==> config.mk <==
export PLATFORM = sky130hd
export DESIGN_NAME = wb_unit
export DESIGN_NICKNAME = d
export VERILOG_FILES = /design/src/rtl/wb_pkg.sv /design/src/rtl/wb_unit_load_align.sv /design/src/rtl/wb_unit.sv
export SDC_FILE = /design/constraint.sdc
export NUM_CORES = 1
export LEC_CHECK = 0
export ABC_AREA = 0
export CAP_MARGIN = 20
export CORE_MARGIN = 1
export CORE_UTILIZATION = 30
export CTS_CLUSTER_SIZE = 30
export DETAILED_ROUTE_END_ITERATION = 8
export PLACE_DENSITY = 0.59
export SYNTH_ARGS = -nofsm -noshare
export SYNTH_HDL_FRONTEND = slang
export SYNTH_HIERARCHICAL = 1
export SYNTH_SLANG_ARGS = --single-unit
==> constraint.sdc <==
create_clock -name clk -period 2.1 [get_ports clk]
set_input_delay 0.42 -clock clk [delete_from_list [all_inputs] [get_ports clk]]
set_output_delay 0.42 -clock clk [all_outputs]
set_load 0.005 [all_outputs]
==> src/rtl/wb_pkg.sv <==
// rtl/wb_pkg.sv - shared load encodings, FSM states and the load legality check for wb_unit.
package wb_pkg;

  localparam logic [2:0] F3_LB  = 3'd0;
  localparam logic [2:0] F3_LH  = 3'd1;
  localparam logic [2:0] F3_LW  = 3'd2;
  localparam logic [2:0] F3_LBU = 3'd4;
  localparam logic [2:0] F3_LHU = 3'd5;

  typedef enum logic [0:0] {
    WB_IDLE,
    WB_WAIT_MEM
  } wb_state_e;

  // True for funct3 codes that are not loads, or for an access not aligned to its size.
  function automatic logic load_bad(input logic [2:0] funct3, input logic [1:0] addr_lo);
    logic bad;
    case (funct3)
      F3_LB, F3_LBU: bad = 1'b0;
      F3_LH, F3_LHU: bad = addr_lo[0];
      F3_LW:         bad = (addr_lo != 2'd0);
      default:       bad = 1'b1;
    endcase
    return bad;
  endfunction

endpackage

==> src/rtl/wb_unit_load_align.sv <==
// rtl/wb_unit_load_align.sv - combinational load lane select plus sign/zero extension.
module load_align
  import wb_pkg::*;
#(
  parameter int DATA_WIDTH = 32
) (
  input  logic [DATA_WIDTH-1:0] mem_rdata,
  input  logic [2:0]            funct3,
  input  logic [1:0]            addr_lo,
  output logic [DATA_WIDTH-1:0] data,
  output logic                  err
);

  logic [7:0]  byte_sel;
  logic [15:0] half_sel;

  always_comb begin
    byte_sel = mem_rdata[{addr_lo, 3'b000} +: 8];
    half_sel = mem_rdata[{addr_lo[1], 4'b0000} +: 16];
    err      = load_bad(funct3, addr_lo);
    data     = '0;
    case (funct3)
      F3_LB:   data = {{(DATA_WIDTH-8){byte_sel[7]}}, byte_sel};
      F3_LBU:  data = {{(DATA_WIDTH-8){1'b0}}, byte_sel};
      F3_LH:   data = {{(DATA_WIDTH-16){half_sel[15]}}, half_sel};
      F3_LHU:  data = {{(DATA_WIDTH-16){1'b0}}, half_sel};
      F3_LW:   data = mem_rdata;
      default: data = '0;
    endcase
  end

endmodule

==> src/rtl/wb_unit.sv <==
// rtl/wb_unit.sv - write-back stage owning the register-file write port.
// Optional WB_FWD_EN adds a combinational bypass view of the registered RF write.
module wb_unit
  import wb_pkg::*;
#(
  parameter int DATA_WIDTH  = 32,
  parameter int REG_NUM_BIT = 5
) (
  input  logic                   clk,
  input  logic                   rst,
  input  logic                   in_valid,
  output logic                   in_ready,
  input  logic [REG_NUM_BIT-1:0] in_rd,
  input  logic                   in_wen,
  input  logic [DATA_WIDTH-1:0]  in_result,
  input  logic                   in_is_load,
  input  logic [2:0]             in_funct3,
  input  logic [1:0]             in_addr_lo,
  input  logic                   mem_rvalid,
  input  logic [DATA_WIDTH-1:0]  mem_rdata,
`ifdef WB_FWD_EN
  output logic                   fwd_valid,
  output logic [REG_NUM_BIT-1:0] fwd_rd,
  output logic [DATA_WIDTH-1:0]  fwd_data,
`endif
  output logic                   rf_wen,
  output logic [REG_NUM_BIT-1:0] rf_waddr,
  output logic [DATA_WIDTH-1:0]  rf_wdata,
  output logic                   wb_done,
  output logic                   wb_err
);

  wb_state_e              state_q, state_d;
  logic [REG_NUM_BIT-1:0] ld_rd_q, ld_rd_d;
  logic                   ld_wen_q, ld_wen_d;
  logic [2:0]             ld_f3_q, ld_f3_d;
  logic [1:0]             ld_lo_q, ld_lo_d;
  logic                   rf_wen_q, rf_wen_d;
  logic [REG_NUM_BIT-1:0] rf_waddr_q, rf_waddr_d;
  logic [DATA_WIDTH-1:0]  rf_wdata_q, rf_wdata_d;
  logic                   wb_done_q, wb_done_d;
  logic                   wb_err_q, wb_err_d;
  logic [DATA_WIDTH-1:0]  align_data;
  logic                   align_err;

  load_align #(.DATA_WIDTH(DATA_WIDTH)) u_align (
    .mem_rdata (mem_rdata),
    .funct3    (ld_f3_q),
    .addr_lo   (ld_lo_q),
    .data      (align_data),
    .err       (align_err)
  );

  always_comb begin
    state_d    = state_q;
    ld_rd_d    = ld_rd_q;
    ld_wen_d   = ld_wen_q;
    ld_f3_d    = ld_f3_q;
    ld_lo_d    = ld_lo_q;
    rf_wen_d   = 1'b0;
    rf_waddr_d = rf_waddr_q;
    rf_wdata_d = rf_wdata_q;
    wb_done_d  = 1'b0;
    wb_err_d   = 1'b0;
    in_ready   = (state_q == WB_IDLE);
    case (state_q)
      WB_IDLE: begin
        if (in_valid && !in_is_load) begin
          rf_wen_d   = in_wen && (in_rd != '0);
          rf_waddr_d = in_rd;
          rf_wdata_d = in_result;
          wb_done_d  = 1'b1;
        end else if (in_valid) begin
          ld_rd_d  = in_rd;
          ld_wen_d = in_wen;
          ld_f3_d  = in_funct3;
          ld_lo_d  = in_addr_lo;
          state_d  = WB_WAIT_MEM;
        end
      end
      WB_WAIT_MEM: begin
        // A bad load still consumes its memory response so the handshake stays balanced.
        if (mem_rvalid) begin
          wb_done_d = 1'b1;
          state_d   = WB_IDLE;
          if (align_err) begin
            wb_err_d = 1'b1;
          end else begin
            rf_wen_d   = ld_wen_q && (ld_rd_q != '0);
            rf_waddr_d = ld_rd_q;
            rf_wdata_d = align_data;
          end
        end
      end
      default: state_d = WB_IDLE;
    endcase
  end

  always_ff @(posedge clk or posedge rst) begin
    if (rst) begin
      state_q    <= WB_IDLE;
      ld_rd_q    <= '0;
      ld_wen_q   <= 1'b0;
      ld_f3_q    <= '0;
      ld_lo_q    <= '0;
      rf_wen_q   <= 1'b0;
      rf_waddr_q <= '0;
      rf_wdata_q <= '0;
      wb_done_q  <= 1'b0;
      wb_err_q   <= 1'b0;
    end else begin
      state_q    <= state_d;
      ld_rd_q    <= ld_rd_d;
      ld_wen_q   <= ld_wen_d;
      ld_f3_q    <= ld_f3_d;
      ld_lo_q    <= ld_lo_d;
      rf_wen_q   <= rf_wen_d;
      rf_waddr_q <= rf_waddr_d;
      rf_wdata_q <= rf_wdata_d;
      wb_done_q  <= wb_done_d;
      wb_err_q   <= wb_err_d;
    end
  end

  assign rf_wen   = rf_wen_q;
  assign rf_waddr = rf_waddr_q;
  assign rf_wdata = rf_wdata_q;
  assign wb_done  = wb_done_q;
  assign wb_err   = wb_err_q;

`ifdef WB_FWD_EN
  assign fwd_valid = rf_wen_q && (rf_waddr_q != '0);
  assign fwd_rd    = rf_waddr_q;
  assign fwd_data  = rf_wdata_q;
`endif

endmodule

==> results.yml, run 1 <==
outcome:
  status: "completed"
placed_design:
  gp_congestion: 0.821
  placed_cells: 521
  place_area_um2: 4710
  dp_hpwl_mm: 7.24
  numPortBuffers: 120
synthesis:
  postSynthCellCount: 262
  synth-seq-area-share_pct: 39.7
  netlist_area_um2: 3270
  synth_cell_types: 36
  synth.net_count: 342
  syn_area_per_cell_um2: 12.5
  ys_ff_latch: 52
  ys_warn_count: 6
detailed_routing:
  dr_total_vias: 2582
  postRouteWirelength_mm: 9.57
  drtIter0Drc: 65
  first_pass_iters: 4
  drc: 0
  ant_nets: 0
  drt-vias-per-instance: 4.88
  routedWlPerCell_um: 18.1
worst_setup_path:
  crit_chain: "clkdlybuf4s50_1 -> mux2_4 -> a32oi_4 -> o221ai_1 -> mux2_2 -> mux2_4"
  cpPeakStageDelay_ns: 0.43
  slowest_stage: "clkdlybuf4s50_1"
  critical_path_buf_inv_count: 1
  crit_arrival_ns: 2.26
  crit_top_cell: "mux2_4"
  path_class: "in2reg"
  endpoint_kind: "flip-flop"
  path_max_fanout: 9
  start_kind: "input pin"
  path_delay_family: "multiplexers"
  required_ns: 2.31
timing:
  setup_violations: 0
  tns_ns: 0
  period_share_pct: 97.6
  fin_crit_ns: 2.05
  tightest_slew_ns: 0.613
  report.final.hold_viol_count: 0
  worst_clock_skew_ns: 0.00898
  timing.fmax_mhz: 488
  slew_headroom_pct: 58.9
  finalMaxSlewViolations: 0
  rsz0062_at_grt: "false"
cts:
  postCtsHoldBufs: 0
  cts.sinks: 52
  cts_made_buffers: 5
  clk_pin_slew_worst_paths_ns: 0.12
  cts_tree: "yes"
  cts_resized: 1
  cts_max_path_buffers: 2
  cts_setup_buffers: 0
  clkLatencyLatePin_ns: 0.32
  cts-root-buf: "clkbuf_8"
  htreeDepth: 2
pwr:
  power_switching_share_pct: 31.6
  pwr_density_cell_nw_per_um2: 930
  p_leak_nw: 1.99
  p_clk_share_pct: 14.6
  power_frac_seq_pct: 35.3
  ir_drop_v: 0.000459
  p_int_mw: 3.06
  combPwrFrac_pct: 50.1
  p_sw_mw: 1.42
floorplanning:
  die_y_um: 106
  num_io_pins: 121
  fp.dieW_um: 106
  initial_core_util_pct: 31.3
  core_um2: 10500
  dieArea_um2: 11300
  row_count: 37
final_layout:
  area_growth_pct: 47.1
  nNetsFinal: 472
  final_util_pct: 46.0
  instances_no_fill: 529
  final_common_cell: "clkdlybuf4s50_1"
  fillCellCount: 1015
  drive_gt1_share_pct: 33.3
  diodes: 0
  final_cell_mix: "clkdlybuf4s50_1 (120), mux2_2 (55), dfrtp_1 (50), mux2_4 (32), nand2_1 (27)"
  stdcell_area_um2: 4820
job:
  cap_violations: 0
worst_hold_path:
  hold_class: "in2async"
grt:
  grt_pass1_wl_mm: 14.9
  grt_overflow_total: 0
  grt_max_degree: 43
  antenna_found_initial: 0
  track_usage_pct: 17.2
  grt_pass1_vias: 2756
==> cell type report <==
type / instances / area (um^2) / share of cell area [%]
Timing Repair Buffer: 142 / 1430 / 29.7
Clock buffer: 5 / 68.8 / 1.43
Sequential cell: 52 / 1300 / 27.1
Inverter: 4 / 15.0 / 0.312
Multi-Input combinational cell: 187 / 1800 / 37.4
Tap cell: 136 / 170 / 3.53
Clock inverter: 3 / 28.8 / 0.598
==> through the flow <==
stage | worst slack [ns] | hold WS (ns) | power (mW)
2_1_floorplan | 0.240 | 0.480 | 2.77
3_3_place_gp | -0.240 | 0.493 | 3.83
3_5_place_dp | -0.269 | 0.492 | 3.85
4_1_cts | 0.0730 | 0.327 | 4.53
5_1_grt | 0.0113 | 0.350 | 4.76
6_report | 0.0502 | 0.330 | 4.48
==> routing by layer <==
metal | GRT usage, % | vias to the layer above | wire length [um]
met1 | 22.7 | 1249 | 4380
met4 | 5.09 | 0 | 181
met3 | 3.07 | 12 | 533
met5 | 0 | - | 0
li1 | - | 1230 | -
met2 | 28.7 | 91 | 4480
==> kinds of logic (layout without fill, tap and decap cells) <==
logic type,count (synthesis),after routing,share of synthesized area (%)
multiplexers,94,94,35.7
buffers and inverters,23,154,5.35
AO/OA/AOI/OAI,41,41,10.8
flip-flops,52,52,39.7
AND/OR/NAND/NOR,52,52,8.41
==> synthesized netlist by cell type (all sizes together) <==
cell type / count / share of area [%]
mux2: 87 / 34
dfrtp: 52 / 40
nand2: 27 / 3.1
a21oi: 17 / 2.6
buf: 13 / 4.2
nor2: 10 / 1.1
a221o: 7 / 2.1
mux2i: 7 / 2.1
o221ai: 7 / 1.9
clkbuf: 6 / 0.73
inv: 4 / 0.46
a22oi: 3 / 1.1
nor2b: 3 / 0.80
o21ai: 3 / 0.80
nor3b: 2 / 0.76
o32ai: 2 / 1.1
or3b: 2 / 0.61
or4: 2 / 0.46
a32oi: 1 / 0.84
and3: 1 / 0.19
nand3: 1 / 0.15
nand4b: 1 / 0.27
nor3: 1 / 0.50
nor4: 1 / 0.19
o21ba: 1 / 0.31
or2b: 1 / 0.23
==> power by group through the flow <==
| stage | combinational (mW) | sequential, mW | clock [mW] |
|---|---|---|---|
| 4_1_cts | 2.27 | 1.58 | 0.681 |
| 2_1_floorplan | 1.20 | 1.57 | 0 |
| 3_3_place_gp | 2.24 | 1.59 | 0 |
| 5_1_grt | 2.41 | 1.63 | 0.716 |
| 3_5_place_dp | 2.25 | 1.59 | 0 |
| 6_report | 2.25 | 1.58 | 0.654 |
==> path summary, 6_finish.rpt <==
check | depth (start not counted) | startpoint | slack (ns) | endpoint
max in group asynchronous | 3 | rst | 1.24 | ld_lo_q[0]$_DFFE_PP0P_
setup / recovery | 6 | mem_rdata[15] | 0.05 | rf_wdata[12]$_DFFE_PP0P_
hold / removal | 2 | rst | 0.33 | ld_rd_q[2]$_DFFE_PP0P_
setup reg to reg | 6 | ld_f3_q[0]$_DFFE_PP0P_ | 0.09 | rf_wdata[0]$_DFFE_PP0P_
hold reg to reg | 1 | rf_wdata[6]$_DFFE_PP0P_ | 0.52 | rf_wdata[6]$_DFFE_PP0P_
min in group clk | 1 | rf_wdata[6]$_DFFE_PP0P_ | 0.52 | rf_wdata[6]$_DFFE_PP0P_
==> state kept, by name (all words and copies together), names as in the netlist <==
register / flops
ld_f3_q: 3
ld_lo_q: 2
ld_rd_q: 5
ld_wen_q: 1
rf_waddr: 5
rf_wdata: 32
rf_wen: 1
state_q: 1
wb_done: 1
wb_err: 1
Power figures use the tool's default switching activity.
==> inputs of run 2 (changes only) <==
- GPL_ROUTABILITY_DRIVEN: default -> 0
==> results of run 2 <==
Same layout as run 1: the final DEF is identical, and so are final timing and power.
